--- config.mk ---
export PLATFORM = sky130hd
export DESIGN_NAME = pc_sequencer_flat
export DESIGN_NICKNAME = d
export VERILOG_FILES = /design/src/rtl/pc_sequencer_pkg.sv /design/src/rtl/pc_sequencer_if.sv /design/src/rtl/pc_sequencer_ras.sv /design/src/rtl/pc_sequencer.sv /design/src/flat_wrapper.sv
export SDC_FILE = /design/constraint.sdc
export NUM_CORES = 1
export LEC_CHECK = 0
export BUFFER_PORTS_ARGS = -buffer_cell sky130_fd_sc_hd__buf_2
export CORE_ASPECT_RATIO = 1.5
export CORE_UTILIZATION = 40
export DETAILED_ROUTE_END_ITERATION = 16
export HOLD_SLACK_MARGIN = 0.12
export SLEW_MARGIN = 5
export SYNTH_ARGS = -nofsm -noshare
export SYNTH_HDL_FRONTEND = slang
export SYNTH_SLANG_ARGS = --single-unit
--- constraint.sdc ---
create_clock -name clk -period 7.2 [get_ports clk]
set_clock_uncertainty 0.15 [all_clocks]
set_input_delay 1.08 -clock clk [delete_from_list [all_inputs] [get_ports clk]]
set_output_delay 1.08 -clock clk [all_outputs]
set_load 0.01 [all_outputs]
--- src/rtl/pc_sequencer_pkg.sv ---
// Shared types and constants for the next-PC sequencer: FSM states,
// target-source selection and the sequential PC increment.
package pc_seq_pkg;

    typedef enum logic [1:0] {
        ST_IDLE,
        ST_CALC,
        ST_DONE
    } state_t;

    typedef enum logic [2:0] {
        SEL_RET,
        SEL_JR,
        SEL_JMP,
        SEL_BR,
        SEL_SEQ
    } sel_t;

    localparam int PC_INC = 4;

    // Fixed priority: return, register jump, J-type (jal or jump), branch, sequential.
    function automatic sel_t pick_source(input logic ret, input logic jr,
                                         input logic jmp, input logic beq);
        sel_t sel;
        if (ret)      sel = SEL_RET;
        else if (jr)  sel = SEL_JR;
        else if (jmp) sel = SEL_JMP;
        else if (beq) sel = SEL_BR;
        else          sel = SEL_SEQ;
        return sel;
    endfunction

endpackage

--- src/rtl/pc_sequencer_if.sv ---
// Start/finish handshake and control/address bundle between decode and
// the next-PC sequencer.
interface pc_sequencer_if #(
    parameter int ADDR_W = 32
);
    logic              start;
    logic              beq;
    logic              jump;
    logic              jal;
    logic              jr;
    logic              ret;
    logic [ADDR_W-1:0] branch_offset;
    logic [25:0]       jump_addr;
    logic [ADDR_W-1:0] jr_addr;
    logic [ADDR_W-1:0] pc;
    logic              finish;
    logic              ready;
    logic              ras_empty;
    logic              ras_full;
    logic              ras_err;

    modport master (
        output start, beq, jump, jal, jr, ret, branch_offset, jump_addr, jr_addr,
        input  pc, finish, ready, ras_empty, ras_full, ras_err
    );

    modport slave (
        input  start, beq, jump, jal, jr, ret, branch_offset, jump_addr, jr_addr,
        output pc, finish, ready, ras_empty, ras_full, ras_err
    );
endinterface

--- src/rtl/pc_sequencer_ras.sv ---
// Circular return-address stack: a push when full overwrites the oldest entry,
// a pop when empty is dropped; both raise a sticky error flag.
module pc_ras #(
    parameter int W     = 32,
    parameter int DEPTH = 8
) (
    input  logic         clk,
    input  logic         reset,
    input  logic         i_push,
    input  logic         i_pop,
    input  logic [W-1:0] i_din,
    output logic [W-1:0] o_top,
    output logic         o_empty,
    output logic         o_full,
    output logic         o_err
);
    localparam int PTR_W = $clog2(DEPTH);

    logic [W-1:0]     r_mem [DEPTH];
    logic [PTR_W-1:0] r_wr_ptr;
    logic [PTR_W:0]   r_count;
    logic             r_err;
    logic [PTR_W-1:0] w_top_ptr;

    assign w_top_ptr = r_wr_ptr - PTR_W'(1);
    assign o_top     = r_mem[w_top_ptr];
    assign o_empty   = (r_count == '0);
    assign o_full    = (r_count == (PTR_W + 1)'(DEPTH));
    assign o_err     = r_err;

    // NOTE: storage has no reset; the entry count alone decides what is valid.
    always_ff @(posedge clk) begin
        if (i_push) r_mem[r_wr_ptr] <= i_din;
    end

    always_ff @(posedge clk or posedge reset) begin
        if (reset) begin
            r_wr_ptr <= '0;
            r_count  <= '0;
            r_err    <= 1'b0;
        end else if (i_push) begin
            r_wr_ptr <= r_wr_ptr + PTR_W'(1);
            if (o_full) r_err   <= 1'b1;
            else        r_count <= r_count + (PTR_W + 1)'(1);
        end else if (i_pop) begin
            if (o_empty) begin
                r_err <= 1'b1;
            end else begin
                r_wr_ptr <= w_top_ptr;
                r_count  <= r_count - (PTR_W + 1)'(1);
            end
        end
    end

endmodule

--- src/rtl/pc_sequencer.sv ---
// Next-PC unit: latches one request per start, computes the target in CALC,
// and pulses finish in DONE; return addresses live in a pc_ras instance.
module pc_sequencer #(
    parameter int                ADDR_W       = 32,
    parameter logic [ADDR_W-1:0] RESET_VECTOR = '0,
    parameter int                RAS_DEPTH    = 8
) (
    input logic           clk,
    input logic           reset,
    pc_sequencer_if.slave bus
);
    import pc_seq_pkg::*;

    localparam logic [ADDR_W-1:0] SEG_MASK = ADDR_W'(28'hFFF_FFFF);

    state_t            r_state, w_state_nxt;
    logic              w_accept;
    logic [ADDR_W-1:0] r_pc;
    logic              r_beq, r_jump, r_jal, r_jr, r_ret;
    logic [ADDR_W-1:0] r_offset, r_jr_addr;
    logic [25:0]       r_jump_addr;
    sel_t              w_sel;
    logic [ADDR_W-1:0] w_pc4, w_target, w_ras_top;
    logic              w_push, w_pop, w_ras_empty, w_ras_full, w_ras_err;

    always_ff @(posedge clk or posedge reset) begin
        if (reset) r_state <= ST_IDLE;
        else       r_state <= w_state_nxt;
    end

    // NOTE: every always_comb output gets a default first so no path infers a latch.
    always_comb begin
        w_state_nxt = r_state;
        w_accept    = 1'b0;
        bus.ready   = 1'b1;
        bus.finish  = 1'b0;
        case (r_state)
            ST_IDLE: begin
                w_accept    = bus.start;
                w_state_nxt = bus.start ? ST_CALC : ST_IDLE;
            end
            ST_CALC: begin
                bus.ready   = 1'b0;
                w_state_nxt = ST_DONE;
            end
            ST_DONE: begin
                bus.finish  = 1'b1;
                w_accept    = bus.start;
                w_state_nxt = bus.start ? ST_CALC : ST_IDLE;
            end
            default: w_state_nxt = ST_IDLE;
        endcase
    end

    // NOTE: registers use non-blocking assignments so all state updates on an edge see pre-edge values.
    always_ff @(posedge clk or posedge reset) begin
        if (reset) begin
            {r_beq, r_jump, r_jal, r_jr, r_ret} <= '0;
            r_offset    <= '0;
            r_jr_addr   <= '0;
            r_jump_addr <= '0;
        end else if (w_accept) begin
            {r_beq, r_jump, r_jal, r_jr, r_ret} <=
                {bus.beq, bus.jump, bus.jal, bus.jr, bus.ret};
            r_offset    <= bus.branch_offset;
            r_jr_addr   <= bus.jr_addr;
            r_jump_addr <= bus.jump_addr;
        end
    end

    always_comb begin
        w_sel    = pick_source(r_ret, r_jr, r_jal | r_jump, r_beq);
        w_pc4    = r_pc + ADDR_W'(PC_INC);
        w_target = w_pc4;
        case (w_sel)
            SEL_RET: w_target = w_ras_empty ? w_pc4 : w_ras_top;
            SEL_JR:  w_target = {r_jr_addr[ADDR_W-1:2], 2'b00};
            SEL_JMP: w_target = (w_pc4 & ~SEG_MASK) | ADDR_W'({r_jump_addr, 2'b00});
            SEL_BR:  w_target = w_pc4 + (r_offset << 2);
            default: w_target = w_pc4;
        endcase
    end

    assign w_push = (r_state == ST_CALC) && (w_sel == SEL_JMP) && r_jal;
    assign w_pop  = (r_state == ST_CALC) && (w_sel == SEL_RET);

    always_ff @(posedge clk or posedge reset) begin
        if (reset)                    r_pc <= RESET_VECTOR;
        else if (r_state == ST_CALC)  r_pc <= w_target;
    end

    pc_ras #(
        .W     (ADDR_W),
        .DEPTH (RAS_DEPTH)
    ) u_ras (
        .clk     (clk),
        .reset   (reset),
        .i_push  (w_push),
        .i_pop   (w_pop),
        .i_din   (w_pc4),
        .o_top   (w_ras_top),
        .o_empty (w_ras_empty),
        .o_full  (w_ras_full),
        .o_err   (w_ras_err)
    );

    assign bus.pc        = r_pc;
    assign bus.ras_empty = w_ras_empty;
    assign bus.ras_full  = w_ras_full;
    assign bus.ras_err   = w_ras_err;

endmodule

--- src/flat_wrapper.sv ---
// flat-port wrapper written by rule: the top's interface ports become plain ports
module pc_sequencer_flat import pc_seq_pkg::*;
#(
    parameter int                ADDR_W       = 32,
    parameter logic [ADDR_W-1:0] RESET_VECTOR = '0,
    parameter int                RAS_DEPTH    = 8
)
  (clk, reset, bus_start, bus_beq, bus_jump, bus_jal, bus_jr, bus_ret, bus_branch_offset, bus_jump_addr, bus_jr_addr, bus_pc, bus_finish, bus_ready, bus_ras_empty, bus_ras_full, bus_ras_err);
  pc_sequencer_if #(.ADDR_W(ADDR_W)) bus_i ();
  input logic clk;
  input logic reset;
  input wire logic [$bits(bus_i.start)-1:0] bus_start;
  input wire logic [$bits(bus_i.beq)-1:0] bus_beq;
  input wire logic [$bits(bus_i.jump)-1:0] bus_jump;
  input wire logic [$bits(bus_i.jal)-1:0] bus_jal;
  input wire logic [$bits(bus_i.jr)-1:0] bus_jr;
  input wire logic [$bits(bus_i.ret)-1:0] bus_ret;
  input wire logic [$bits(bus_i.branch_offset)-1:0] bus_branch_offset;
  input wire logic [$bits(bus_i.jump_addr)-1:0] bus_jump_addr;
  input wire logic [$bits(bus_i.jr_addr)-1:0] bus_jr_addr;
  output wire logic [$bits(bus_i.pc)-1:0] bus_pc;
  output wire logic [$bits(bus_i.finish)-1:0] bus_finish;
  output wire logic [$bits(bus_i.ready)-1:0] bus_ready;
  output wire logic [$bits(bus_i.ras_empty)-1:0] bus_ras_empty;
  output wire logic [$bits(bus_i.ras_full)-1:0] bus_ras_full;
  output wire logic [$bits(bus_i.ras_err)-1:0] bus_ras_err;
  assign bus_i.start = bus_start;
  assign bus_i.beq = bus_beq;
  assign bus_i.jump = bus_jump;
  assign bus_i.jal = bus_jal;
  assign bus_i.jr = bus_jr;
  assign bus_i.ret = bus_ret;
  assign bus_i.branch_offset = bus_branch_offset;
  assign bus_i.jump_addr = bus_jump_addr;
  assign bus_i.jr_addr = bus_jr_addr;
  assign bus_pc = bus_i.pc;
  assign bus_finish = bus_i.finish;
  assign bus_ready = bus_i.ready;
  assign bus_ras_empty = bus_i.ras_empty;
  assign bus_ras_full = bus_i.ras_full;
  assign bus_ras_err = bus_i.ras_err;
  pc_sequencer #(.ADDR_W(ADDR_W), .RESET_VECTOR(RESET_VECTOR), .RAS_DEPTH(RAS_DEPTH)) u_core (.clk(clk), .reset(reset), .bus(bus_i));
endmodule
# Word-level counts from Yosys, hierarchy flattened
# Memories as Yosys holds them, arrays and structs flattened.
# Index checks and enable logic that the tools add are counted.
# totals
reg_bits	135
ramBits	256
elab_cells	67
n_memories	1
# classes
n_addsub	6
eq_ne	9
mux	24
bitwise_logic	2
reduce_logical	12
# mem_list
name	words	word_bits	read_ports	rd_clocked_by_memory_dff	write_ports	line	text
u_core.u_ras.r_mem	8	32	1	0	1	pc_sequencer_ras.sv:19	logic [W-1:0] r_mem [DEPTH];
# ops
op	n
one-hot mux 32 bit (4 select lines)	1
adder 32 x 3 -> 32 bit, second input constant	1
adder 32 bit	1
2-to-1 mux 32 bit	1
bitwise OR 32 x 28 -> 32 bit	1
2-to-1 mux 3 bit	7
2-to-1 mux 4 bit	4
2-to-1 mux 1 bit	10
== test 3 x 2 -> 1 bit, second input constant	2
inequality test 2 bit, second input constant	3
AND reduction 3 bit	2
adder 4 x 1 -> 4 bit, second input constant	1
== test 4 bit, second input constant	1
zero test 4 bit	1
one-hot mux 2 bit (2 select lines)	1
nonzero test 2 bit	2
subtractor 4 x 1 -> 4 bit, second input constant	1
adder 3 x 1 -> 3 bit, second input constant	1
== test 3 x 1 -> 1 bit, second input constant	1
logical AND 1 bit	3
zero test 3 bit	1
subtractor 3 x 1 -> 3 bit, second input constant	1
== test 2 x 1 -> 1 bit, second input constant	1
== test 2 bit, second input constant	1
other kinds (4)	4

# Longest topological paths before layout
# Gate-level depths: netlist (run 1).
# depth
word_depth	9
depth_mapped	16
depth_no_buf	14

# Hierarchy
# Synthesis (run 1) repeated with hierarchy kept, for this count alone.
# hier_totals
cells_unflattened	1188
area_unflattened_um2	18027.3
# modules_own_cells
mod	n_inst	cells_each	area_each_um2	seq_area_each_um2
pc_ras	1	434	10377.5	7887.6
pc_sequencer	1	754	7649.8	3128.0

# Least setup slack after synthesis (run 1)
# OpenSTA, ideal clock, no wires.
# synth_timing
kind	register to register
from	register u_core.u_ras.r_wr_ptr[0]
to	memory u_core.u_ras.r_mem[0][0], enable pin
arrival_ns	4.521
slack_ns	2.028
stages_incl_launch_ff	7
path_buffers	5
period_less_slack_ns	5.172
cell_sequence	dfrtp_1 buf_2 buf_4 buf_4 buf_4 buf_2 nor4_1
# synth_lines
element	line	text
start: declaration	pc_sequencer_ras.sv:20	logic [PTR_W-1:0] r_wr_ptr;
start signal: assignment	pc_sequencer_ras.sv:42	r_wr_ptr <= r_wr_ptr + PTR_W'(1);
start signal: assignment	pc_sequencer_ras.sv:49	r_wr_ptr <= w_top_ptr;
end: declaration	pc_sequencer_ras.sv:19	
# No word-level cell before the write port.

# Worst setup path in the final report (run 1)
# layout_timing
from	register u_core.r_pc[2] (netlist: u_core.bus.pc[2])
to	register u_core.r_pc[31] (netlist: u_core.bus.pc[31])
# layout_via
elab_chain_len	3
# layout_rtl
element	line	text
start: declaration	pc_sequencer.sv:18	logic [ADDR_W-1:0] r_pc;
start signal: assignment	pc_sequencer.sv:89	else if (r_state == ST_CALC) r_pc <= w_target;
adder 32 x 3 -> 32 bit	pc_sequencer.sv:73	w_pc4 = r_pc + ADDR_W'(PC_INC);
net u_core.u_ras.i_din[24]	pc_sequencer_ras.sv:11	input logic [W-1:0] i_din,
adder 32 bit	pc_sequencer.sv:79	SEL_BR: w_target = w_pc4 + (r_offset << 2);
one-hot mux 32 bit (4 select lines)	pc_sequencer.sv:75	case (w_sel)
# The timed path passes the listed nets, and every way through them passes these cells.
# A chain may end at the register's enable or synchronous reset.

==> flow_summary.toml, run 1 <==
[run_status]
status = "finished, final reports clean"

[pwr]
p_per_area_nw_per_um2 = 411
p_total_uw = 8310
ir_drop_mv = 0.251
p_leak_uw = 0.00742

[finish]
syn_to_final_growth_pct = 13.9
layout-drive-gt1-share_pct = 29.3
final_nets = 1454
num-fill-cells = 3886
seqCellArea_um2 = 11000
antennaDiodeCount = 0
multiInputGateArea_um2 = 6460
final_area_um2 = 20200

[worst_setup_path]
ff2ff_path_depth = 13
critPathBufInv = 0
cp_max_fo = 10
ff2ff_setup_slack_ns = 2.39
critPathMaxStageDelay_ns = 0.68
arrival_ns = 5.09
slowest_stage = "nor4_2"
crit_path_end_kind = "register"
cp.depth = 13
critPathKind = "register to register"
path_delay_family = "simple AND/OR/NAND/NOR gates"
critPathRequiredTime_ns = 7.48
cp-start-kind = "register"
crit_chain = "ha_1 > nand4_1 > nor4_2 > nand2_1 > xnor2_1 > ha_1 > a21o_1 > a21o_1 > a21oi_1 > o21ai_0 > a211oi_1 > or3_1 > a31oi_1"

[place]
port_buffers = 130
detailed_place.area_um2 = 19100
place_hpwl_um = 30100
gp_congestion = 0.844
dpl_worst_slack_ns = 2.40

[routing]
via_count = 10900
drc = 0
ant_nets = 0
vias_per_cell = 5.67
wire_per_inst_um = 23.8
firstDrtPassIters = 5
wirelength_um = 45600
drt-initial-drc-count = 767

[global_routing]
top_usage_layer = "met2"
grt.met1_usage_pct = 25.1
grt_pass1_wl_um = 68900
use_met2_pct = 36.0
grt_overflow = 0
grt_max_degree = 74
use_met3_pct = 3.58
grt_pass1_vias = 11300
grt_antenna_before_repair = 0
track_usage_pct = 20.5

[hold_path]
min_delay_path_depth = 1
min_path_type = "register to register"

[sta]
setup_tns_ns = 0
fin_ws_ns = 2.39
finalHoldViolations = 0
worst_pin_slew_ns = 1.10
rsz0062_at_grt = "false"
max_slew_margin_pct = 26.2
slew_viol_final = 0
fmax_ghz = 0.208
period_needed_ns = 4.81
fin_crit_sh_pct = 66.8
fin_hold_ws_ns = 0.357
finalSetupViolCount = 0

[synthesis]
ys_top_cells_by_area = "edfxtp_1 (43%), dfrtp_1 (19%), mux4_2 (8.1%)"
synth_cell_type_count = 72
netlist_instances = 1189
synth_top_area_share_pct = 43.3
synth_common_cells = "edfxtp_1 (256), dfrtp_1 (133), mux2_2 (92)"
synth.most_common_cell = "edfxtp_1"
synthesis.area_um2 = 17800
syn_area_per_cell_um2 = 14.9
async_flop_share_pct = 34.2
ys.flop_type = "edfxtp_1"
yosys.area.top_type = "edfxtp_1"
yosysWarnings = 0
synth_seq_cells = 389
synth_edf_count = 256
ys_seq_area_share_pct = 62.0
synthesis.nets = 1328

[floorplan]
start_util_pct = 40.5
coreArea_um2 = 43900
die_width_um = 174
dieArea_um2 = 45300
row_count = 94
die_y_um = 260
num_io_pins = 135

[cts]
clkSlewWorstSetupHoldPaths_ns = 0.07
insertion_delay_ns = 0.55
cts_sinks = 389
cts_tree = "yes"
ctsHoldBuffers = 0
htreeDepth = 2
cts_buffers = 37
postCtsSetupBuffers = 0
cts_buffer_depth = 3
root_buffer = "clkbuf_16"
post_cts_resized = 0

[flow_run]
cap_violations = 0
## path summary, 6_finish.rpt
kind                                   startpoint                      to
max in group asynchronous                   reset       u_core.bus.pc[22]
max                              u_core.bus.pc[2]       u_core.bus.pc[31]
min                        u_core.r_jump_addr[16]  u_core.r_jump_addr[16]
max reg2reg                      u_core.bus.pc[2]       u_core.bus.pc[31]
min in group asynchronous                   reset     u_core.r_jr_addr[7]
min reg2reg                u_core.r_jump_addr[16]  u_core.r_jump_addr[16]
## area by class of cell
cell class                      instances  share of cell area (%)
Sequential cell                       389                    54.5
Multi-Input combinational cell        713                    32.0
Clock buffer                           45                    4.73
Timing Repair Buffer                  151                    4.00
Tap cell                              576                    3.56
Clock inverter                         21                   0.841
Inverter                               23                   0.452
## sequential cells by signal, indices dropped and copies added, names as in the netlist, 2 cells and up
| signal | count |
|---|---|
| u_core.bus.pc | 32 |
| u_core.r_jr_addr | 30 |
| u_core.u_ras.r_count | 4 |
| u_core.u_ras.r_mem | 256 |
| u_core.r_offset | 30 |
| u_core.u_ras.r_wr_ptr | 3 |
| u_core.r_jump_addr | 26 |
| u_core.r_state | 2 |
## placed cells by master, fill, tap and decap left out, types with 9 or more instances in the layout
cell and count:
a211oi_1 9, a21o_1 18, a21oi_1 62, a221oi_1 29, buf_2 130, buf_4 21, clkbuf_16 37, dfrtp_1 132
edfxtp_1 256, ha_1 38, inv_1 20, mux2_2 92, mux2i_1 33, mux4_2 64, nand2_1 51, nand3_1 16
nand4_1 17, nor2_1 49, nor3_1 10, o21a_1 12, o21ai_0 42, xnor2_1 35, xor2_1 16
## kinds of logic (layout without fill, tap and decap cells)
kind of cell / count (synthesis) / in the layout / synth area share, %
multiplexers: 189 / 189 / 15.8
flip-flops: 389 / 389 / 62.0
AO/OA/AOI/OAI: 226 / 226 / 8.54
XOR/XNOR: 53 / 53 / 2.66
adder cells (fa/ha/maj): 41 / 41 / 2.97
AND/OR/NAND/NOR: 204 / 204 / 5.80
buffers and inverters: 87 / 240 / 2.22
## through the flow
step	std cells	utilization (%)
final	1918	46.1
after global routing	1918	46.1
after CTS	1918	46.1
after detailed placement	1852	43.5
after global placement	1852	43.5
after floorplan	1189	-
## routing by layer
layer,vias to the layer above,routed length (µm)
met4,0,1640
li1,4888,-
met1,5552,18200
met5,-,0
met2,345,23400
met3,98,2420
## report_power, final
group	total, µW	internal [µW]	leakage (µW)	switching [µW]
registers	3180	2850	0.00386	332
logic	3280	1370	0.00301	1910
clock network	1850	997	0.000550	850
Note: power is estimated with default switching activity, not from simulation.
==> run 2: changes to the inputs <==
==> constraint.sdc (replaced) <==
create_clock -name clk -period 4.4 [get_ports clk]
set_clock_uncertainty 0.15 [all_clocks]
set_input_delay 0.66 -clock clk [delete_from_list [all_inputs] [get_ports clk]]
set_output_delay 0.66 -clock clk [all_outputs]
set_load 0.01 [all_outputs]
==> run 2 against run 1 <==
Sequential power increased by 60%. Register-to-register slack got worse by 2.2 ns. Clock power increased by 88%. Sequential share of layout area decreased by 1.5 points. Wire length increased by 1.3%. Highest routed layer unchanged. Count of clock-buffer cells in the layout increased by 6.
==> flow_summary.toml, run 2 (synthesis gave the netlist of run 1 again) <==
[cts]
clkSlewWorstSetupHoldPaths_ns = 0.07
cts_buffer_depth = 3
insertion_delay_ns = 0.53
cts_buffers = 40
cts_tree = "yes"
cts_sinks = 389
postCtsSetupBuffers = 0
root_buffer = "clkbuf_16"
htreeDepth = 2

[sta]
rsz0062_at_grt = "false"
fmax_ghz = 0.239
finalHoldViolations = 0
finalSetupViolCount = 0
fin_crit_sh_pct = 95.0
setup_tns_ns = 0
period_needed_ns = 4.18
worst_pin_slew_ns = 1.21
max_slew_margin_pct = 18.8
slew_viol_final = 0

[place]
detailed_place.area_um2 = 19500
place_hpwl_um = 30800
port_buffers = 130
gp_congestion = 0.849

[pwr]
ir_drop_mv = 0.361
p_leak_uw = 0.00773
p_per_area_nw_per_um2 = 687

[global_routing]
grt_pass1_vias = 11600
grt_max_degree = 89
grt_overflow = 0
grt_pass1_wl_um = 70600
track_usage_pct = 20.8
grt_antenna_before_repair = 0

[finish]
final_area_um2 = 20800
largest_reg_flops = 256
final_nets = 1499
layout-drive-gt1-share_pct = 31.8
layout_common_cells = "edfxtp_1 (256), dfrtp_1 (132), buf_2 (130)"
antennaDiodeCount = 0
num-fill-cells = 3844
top_register = "u_core.u_ras.r_mem"
syn_to_final_growth_pct = 17.1
final_common_cell = "edfxtp_1"

[routing]
wirelength_um = 46300
via_count = 11000
drc = 0
wire_per_inst_um = 23.5
vias_per_cell = 5.61
ant_nets = 0
drt-initial-drc-count = 878
firstDrtPassIters = 5

[floorplan]
coreArea_um2 = 43900
dieArea_um2 = 45300
die_width_um = 174
die_y_um = 260
num_io_pins = 135
row_count = 94
start_util_pct = 40.5

[worst_setup_path]
arrival_ns = 4.44
startpoint = "u_core.bus.pc[9]"
crit_path_end_kind = "register"
r2r_end = "u_core.bus.pc[30]"
critPathRequiredTime_ns = 4.67
cp_max_fo = 11
ff2ff_path_depth = 14
critPathKind = "register to register"
cp-start-kind = "register"
r2r_start = "u_core.bus.pc[9]"
worstSetupEndpoint = "u_core.bus.pc[30]"
ff2ff_setup_slack_ns = 0.22

[hold_path]
min_path_type = "primary input to async pin"

[flow_run]
cap_violations = 0

[run_status]
status = "finished, final reports clean"
-- run 2: cell count changes in the layout (fill, tap and decap cells not counted), sizes merged --
cell	before	now
clkbuf	45	51
bufinv	1	5
buf	151	193
clkinv	16	13
inv	25	24
-- run 2: cell type report --
| class | count | area (µm²) | area share [%] |
|---|---|---|---|
| inverters | 23 | 91.3 | 0.439 |
| flip-flops and latches | 389 | 11000 | 52.9 |
| repair buffers | 193 | 1170 | 5.64 |
| clock inverters | 21 | 233 | 1.12 |
| well taps | 576 | 721 | 3.46 |
| clock buffers | 51 | 1100 | 5.30 |
| multi-input cells | 713 | 6470 | 31.1 |
-- run 2: worst max-delay path, cell delays in order (launching register included) --
cell	delay [ns]
dfrtp_1	0.52
nand4_1	0.23
nor4_2	0.27
buf_4	0.26
nand3_1	0.11
xnor2_1	0.40
ha_1	0.39
a21oi_1	0.19
o21ai_0	0.18
nor3_1	0.22
a2bb2oi_2	0.14
a41o_1	0.32
a211oi_2	0.25
xnor2_1	0.11
a221o_1	0.33
-- run 2: power breakdown --
group | internal, µW | switching (µW) | total, µW
clock network | 2070 | 1400 | 3470
registers | 4660 | 424 | 5080
logic | 2480 | 3270 | 5750
total | 9210 | 5090 | 14300
-- run 2: worst min path at each step --
stage,start,endpoint,slack [ns],cells after the start
floorplan,u_core.u_ras.r_count[3],u_core.u_ras.r_count[3],0.31,1
global placement,u_core.u_ras.o_err,u_core.u_ras.o_err,0.32,1
detailed placement,u_core.u_ras.o_err,u_core.u_ras.o_err,0.33,1
CTS,bus_branch_offset[1],u_core.r_offset[1],0.18,3
global route,bus_jump_addr[24],u_core.r_jump_addr[24],0.18,2
finish,reset,u_core.r_jr_addr[29],0.13,2
-- run 2: layer usage --
metal / track usage, % / wire [µm] / share of wire [%] / up-vias
li1: - / - / - / 4989
met1: 26.2 / 19100 / 41 / 5670
met2: 36.5 / 23600 / 51 / 305
met3: 3.48 / 2320 / 5.0 / 75
met4: 6.65 / 1220 / 2.6 / 0
met5: 0 / 0 / 0 / -
-- run 2: what timing repair did --
item                       4_1_cts  5_1_grt
setup endpoints to repair        0        4
resized for setup                0        3
hold buffers                     0        0
-- run 2: through the flow --
step | std cells | total power [µW] | worst slack, ns | hold slack [ns] | util [%]
6_report | 1966 | 14300 | 0.221 | 0.128 | 47.4
5_1_grt | 1966 | 15100 | 0.00645 | 0.179 | 47.4
4_1_cts | 1966 | 14400 | 0.243 | 0.177 | 47.4
3_5_place_dp | 1894 | 10900 | 0.277 | 0.333 | 44.4
3_3_place_gp | 1894 | 10800 | 0.360 | 0.318 | 44.4
2_1_floorplan | 1189 | 9020 | 0.0356 | 0.307 | -
